<file path="config.mk">
export PLATFORM = sky130hd
export DESIGN_NAME = line_rasterizer
export DESIGN_NICKNAME = d
export VERILOG_FILES = /design/src/rtl/avg_pkg.sv /design/src/rtl/line_rasterizer.sv
export SDC_FILE = /design/constraint.sdc
export NUM_CORES = 1
export LEC_CHECK = 0
export ABC_CLOCK_PERIOD_IN_PS = 11100
export BUFFER_PORTS_ARGS = -buffer_cell sky130_fd_sc_hd__buf_2
export CELL_PAD_IN_SITES_DETAIL_PLACEMENT = 0
export CELL_PAD_IN_SITES_GLOBAL_PLACEMENT = 1
export CORE_ASPECT_RATIO = 0.6
export CORE_MARGIN = 3
export CORE_UTILIZATION = 51
export CTS_CLUSTER_DIAMETER = 40
export DETAILED_ROUTE_END_ITERATION = 7
export PLACE_DENSITY = 0.94
export RECOVER_POWER = 100
export SETUP_SLACK_MARGIN = 0.1
export SKIP_CTS_REPAIR_TIMING = 1
export SYNTH_ARGS = -nofsm -noshare
export SYNTH_HDL_FRONTEND = slang
export SYNTH_SLANG_ARGS = --single-unit
export TNS_END_PERCENT = 20
</file>
<file path="constraint.sdc">
create_clock -name clk -period 11.1 [get_ports clk]
set_input_delay 1.665 -clock clk [delete_from_list [all_inputs] [get_ports clk]]
set_output_delay 1.665 -clock clk [all_outputs]
set_load 0.005 [all_outputs]
</file>
<file path="src/rtl/avg_pkg.sv">
// Shared types and constants for the vector-to-raster line drawing path.
package avg_pkg;

   localparam int COORD_W   = 13;
   localparam int PT_W      = 15;
   localparam int ERR_W     = 16;
   localparam int E2_W      = 17;
   localparam int PIX_W     = 10;
   localparam int INT_W     = 4;

   localparam int SCR_W_DEF = 640;
   localparam int SCR_H_DEF = 480;
   localparam int X_OFF_DEF = 320;
   localparam int Y_OFF_DEF = 240;

   typedef enum logic [1:0] {
      IDLE,
      SETUP,
      DRAW
   } state_t;

   typedef logic signed [PT_W-1:0]  pt_t;
   typedef logic signed [ERR_W-1:0] err_t;
   typedef logic signed [E2_W-1:0]  e2_t;

   function automatic pt_t widenCoord(input logic signed [COORD_W-1:0] v);
      return pt_t'(v);
   endfunction

endpackage

</file>
<file path="src/rtl/line_rasterizer.sv">
// Pops signed vector endpoints from a line queue and walks them with Bresenham,
// emitting on-screen pixels to a framebuffer with a valid/ready handshake.
module line_rasterizer
   import avg_pkg::*;
#(
   parameter int X_OFF = X_OFF_DEF,
   parameter int Y_OFF = Y_OFF_DEF,
   parameter int SCR_W = SCR_W_DEF,
   parameter int SCR_H = SCR_H_DEF
) (
   input  logic                      clk,
   input  logic                      rst,
   input  logic signed [COORD_W-1:0] qStartX,
   input  logic signed [COORD_W-1:0] qEndX,
   input  logic signed [COORD_W-1:0] qStartY,
   input  logic signed [COORD_W-1:0] qEndY,
   input  logic        [INT_W-1:0]   qIntensity,
   input  logic                      qEmpty,
   output logic                      qRead,
   output logic        [PIX_W-1:0]   pixX,
   output logic        [PIX_W-1:0]   pixY,
   output logic        [INT_W-1:0]   pixIntensity,
   output logic                      pixWrite,
   input  logic                      pixReady,
   output logic                      busy
);

   localparam pt_t  X_OFF_C  = pt_t'(X_OFF);
   localparam pt_t  Y_OFF_C  = pt_t'(Y_OFF);
   localparam pt_t  SCR_W_C  = pt_t'(SCR_W);
   localparam pt_t  SCR_H_C  = pt_t'(SCR_H);
   localparam pt_t  PT_ONE   = pt_t'(1);
   localparam err_t ERR_ZERO = err_t'(0);

   state_t           state_q, state_d;
   pt_t              xs_q, xs_d, ys_q, ys_d;
   pt_t              xe_q, xe_d, ye_q, ye_d;
   pt_t              x_q, x_d, y_q, y_d;
   err_t             dx_q, dx_d, dy_q, dy_d;
   err_t             err_q, err_d;
   logic             negX_q, negX_d, negY_q, negY_d;
   logic [INT_W-1:0] inten_q, inten_d;

   err_t diffX, diffY, absX, absY, errStep;
   e2_t  e2;
   logic stepX, stepY, atEnd, visible, advance;

   always_comb begin
      diffX   = err_t'(xe_q) - err_t'(xs_q);
      diffY   = err_t'(ye_q) - err_t'(ys_q);
      absX    = diffX[ERR_W-1] ? -diffX : diffX;
      absY    = diffY[ERR_W-1] ? -diffY : diffY;
      e2      = {err_q, 1'b0};
      stepX   = (e2 >= e2_t'(dy_q));
      stepY   = (e2 <= e2_t'(dx_q));
      errStep = err_q + (stepX ? dy_q : ERR_ZERO) + (stepY ? dx_q : ERR_ZERO);
      atEnd   = (x_q == xe_q) && (y_q == ye_q);
      visible = !x_q[PT_W-1] && (x_q < SCR_W_C) &&
                !y_q[PT_W-1] && (y_q < SCR_H_C) &&
                (inten_q != '0);
   end

   // Suppressed points never wait on the framebuffer; written points wait for ready.
   assign advance      = !visible || pixReady;
   assign busy         = (state_q != IDLE);
   assign pixWrite     = (state_q == DRAW) && visible;
   assign pixX         = pixWrite ? x_q[PIX_W-1:0] : '0;
   assign pixY         = pixWrite ? y_q[PIX_W-1:0] : '0;
   assign pixIntensity = pixWrite ? inten_q : '0;

   always_comb begin
      state_d = state_q;
      xs_d    = xs_q;
      ys_d    = ys_q;
      xe_d    = xe_q;
      ye_d    = ye_q;
      x_d     = x_q;
      y_d     = y_q;
      dx_d    = dx_q;
      dy_d    = dy_q;
      err_d   = err_q;
      negX_d  = negX_q;
      negY_d  = negY_q;
      inten_d = inten_q;
      qRead   = 1'b0;

      case (state_q)
         IDLE: begin
            // Gated by rst so the queue head survives a reset held over it.
            if (!qEmpty && !rst) begin
               qRead   = 1'b1;
               xs_d    = widenCoord(qStartX) + X_OFF_C;
               xe_d    = widenCoord(qEndX) + X_OFF_C;
               ys_d    = Y_OFF_C - widenCoord(qStartY);
               ye_d    = Y_OFF_C - widenCoord(qEndY);
               inten_d = qIntensity;
               state_d = SETUP;
            end
         end

         SETUP: begin
            dx_d    = absX;
            dy_d    = -absY;
            err_d   = absX - absY;
            negX_d  = diffX[ERR_W-1];
            negY_d  = diffY[ERR_W-1];
            x_d     = xs_q;
            y_d     = ys_q;
            state_d = DRAW;
         end

         DRAW: begin
            if (advance) begin
               if (atEnd) begin
                  state_d = IDLE;
               end else begin
                  err_d = errStep;
                  if (stepX) x_d = negX_q ? x_q - PT_ONE : x_q + PT_ONE;
                  if (stepY) y_d = negY_q ? y_q - PT_ONE : y_q + PT_ONE;
               end
            end
         end

         default: state_d = IDLE;
      endcase
   end

   always_ff @(posedge clk or posedge rst) begin
      if (rst) begin
         state_q <= IDLE;
         xs_q    <= '0;
         ys_q    <= '0;
         xe_q    <= '0;
         ye_q    <= '0;
         x_q     <= '0;
         y_q     <= '0;
         dx_q    <= '0;
         dy_q    <= '0;
         err_q   <= '0;
         negX_q  <= 1'b0;
         negY_q  <= 1'b0;
         inten_q <= '0;
      end else begin
         state_q <= state_d;
         xs_q    <= xs_d;
         ys_q    <= ys_d;
         xe_q    <= xe_d;
         ye_q    <= ye_d;
         x_q     <= x_d;
         y_q     <= y_d;
         dx_q    <= dx_d;
         dy_q    <= dy_d;
         err_q   <= err_d;
         negX_q  <= negX_d;
         negY_q  <= negY_d;
         inten_q <= inten_d;
      end
   end

endmodule
</file>
==> metrics.yaml <==
status:
  status: "finished, violations left"
  violations: "capacitance limit, slew limit"
sta:
  slew_violations: 430
  fmaxAchievable_mhz: 139
  min_period_ns: 7.20
  fin_crit_sh_pct: 64.9
  setup-tns-final_ns: 0
  skew_ns: 0.0102
  rsz0062_at_grt: "false"
  worst_slew_pin_slew_ns: 4.02
  setup_violations: 0
  finalHoldViolCount: 0
  relSlewSlack_pct: -170
routing:
  num_vias: 11300
  via_per_inst: 5.88
  drc: 0
  ant_nets: 0
  wl_per_cell_um: 18.8
  drt_wl_total_um: 36300
  initialDrtViolationCount: 955
  firstDrtPassIters: 6
die:
  die_y_um: 129
  io_pins: 87
  die-area_um2: 27200
  core-area_um2: 24400
  std_cell_rows: 44
  start_util_pct: 52.5
  die_w_um: 211
setup_path:
  critPathMostFrequentCell: "inv_1"
  critPathMaxStageDelay_ns: 2.15
  arrival_ns: 5.54
  crit_slowest_cell: "clkbuf_1"
  cpLargestDelayFamily: "buffers and inverters"
  critPathLaunchType: "flop"
  path_class: "reg -> out"
  crit_fanout: 44
  critPathBufInv: 4
  path_cells: "inv_1 > ha_1 > clkbuf_1 > inv_1 > nor4_1 > nand3_1 > nor2_1 > and2_0 > buf_2"
  worstPathRequired_ns: 9.44
  cp-end-kind: "output pin"
clock_tree:
  clock-sinks: 142
  htree_levels: 4
  cts_tree: "done"
  clk_pin_slew_ns: 0.06
  cts_buffers: 17
  clk_path_buf_depth: 2
  clk_latency_ns: 0.44
  cts_root_buffer: "clkbuf_16"
global_route:
  antenna_found_initial: 0
  grt_usage_pct: 27.4
  grt_max_degree: 87
  first_global_vias: 11000
  grt_pass1_wl_um: 58900
  overflow: 0
place:
  dp_hpwl_um: 27800
  port_buffers: 85
  postPlaceCellArea_um2: 13600
  place.gp.congestion: 0.881
hold_path:
  hold_class: "reg -> reg"
synthesis:
  synth_seq_cells: 142
  synth_top_cells_by_area: "dfrtp_1 28%, ha_1 12%, xnor2_1 5.7%"
  synthTopCellsByCount: "156 x nand2_1, 142 x dfrtp_1, 126 x ha_1, 115 x a21oi_1, 115 x inv_1"
  ys.flop_type: "dfrtp_1"
  synthDistinctLibCells: 85
  syn_avg_cell_area_um2: 8.38
  synth_area_um2: 12800
  yosysWarnings: 0
  seq_area_frac_synth_pct: 27.7
  syn_inst: 1532
  syn_nets: 1739
  yosys.area.top_type_share_pct: 27.7
  synth_most_common_cell: "nand2_1"
  yosysTopAreaCell: "dfrtp_1"
  synth_edf_count: 0
  async_reset_ff_share_pct: 100
layout:
  nets: 1804
  syn2layout_area_growth_pct: 9.84
  drive_gt1_share_pct: 9.95
  final_util_pct: 57.7
  antenna_cells: 0
  design_area_um2: 14100
job:
  maxCapViolations: 8
-- sequential cells by signal, indices dropped and copies added, names as in the netlist --
signal,flops
dx_q,16
y_q,15
negX_q,1
dy_q,16
err_q,16
state_q,2
xe_q,14
negY_q,1
xs_q,14
inten_q,4
x_q,15
ye_q,14
ys_q,14
-- logic make-up (layout without fill, tap and decap cells) --
group	Yosys count	after routing	synth area share, %
and+or+nand+nor	506	506	19.3
muxes	33	33	2.75
AOI/OAI and AO/OA	388	388	18.9
buffers and inverters	164	240	4.89
adders and majority gates	147	147	15.6
xor gates and xnor gates	151	151	10.8
other	1	1	0.0292
DFF	142	142	27.7
-- worst paths after layout --
check | startpoint | to | slack [ns] | depth (start not counted)
min in group asynchronous | rst | y_q[2]$_DFFE_PP0P_ | 2.39 | 2
min | dx_q[14]$_DFFE_PP0N_ | dx_q[14]$_DFFE_PP0N_ | 0.49 | 1
max in group asynchronous | rst | dx_q[13]$_DFFE_PP0N_ | 4.58 | 3
max | state_q[0]$_DFFE_PP0P_ | pixX[8] | 3.90 | 9
max reg2reg | state_q[0]$_DFFE_PP0P_ | x_q[14]$_DFFE_PP0P_ | 4.30 | 14
min reg2reg | dx_q[14]$_DFFE_PP0N_ | dx_q[14]$_DFFE_PP0N_ | 0.49 | 1
-- worst register-to-register path, cell delays in order, from the launching register on --
cell and delay [ns]:
dfrtp_1 0.42, inv_1 0.10, ha_1 0.14, clkbuf_1 2.15, inv_1 0.21, nor4_1 0.41
nand3_1 0.24, or3_1 0.53, o211a_1 0.17, clkbuf_1 0.63, o21a_1 0.38, clkbuf_1 0.56
o311ai_0 0.33, a21oi_1 0.17, a311oi_1 0.27
-- per-stage QoR --
stage                     hold slack [ns]  instances  setup slack [ns]
final                               0.488       1930              3.90
after CTS                           0.500       1930              5.53
after global placement              0.471       1900              5.79
after floorplan                     0.450       1532              5.63
after global routing                0.526       1930              3.47
after detailed placement            0.487       1900              5.57
-- cells in the final DEF (no fill, tap or decap), types with 23 or more instances in the layout --
cell type / n
nand2_1: 155
xor2_1: 62
ha_1: 126
nor2_1: 111
a21o_1: 24
a31oi_1: 23
and2_1: 23
inv_1: 115
buf_2: 75
o21ai_0: 107
nand3_1: 29
a21oi_1: 115
xnor2_1: 84
dfrtp_1: 142
nor3_1: 43
-- cell type report --
cell class	count	area [µm²]
timing repair buffer	94	453
tap	322	403
clock inverter	10	140
inverter	116	437
multi-input combinational	1226	8660
clock buffer	20	457
fill	2205	10300
sequential	142	3550
-- layer usage --
layer | wire length [µm] | vias to the layer above | GRT usage, %
met5 | 0 | - | 0
met4 | 471 | 0 | 6.06
met3 | 3080 | 49 | 6.92
met2 | 14800 | 341 | 40.4
met1 | 17900 | 5429 | 40.6
li1 | - | 5523 | -
Power is not shown: default switching activity piles up to over one toggle a cycle in this logic, so the estimate is an artifact.
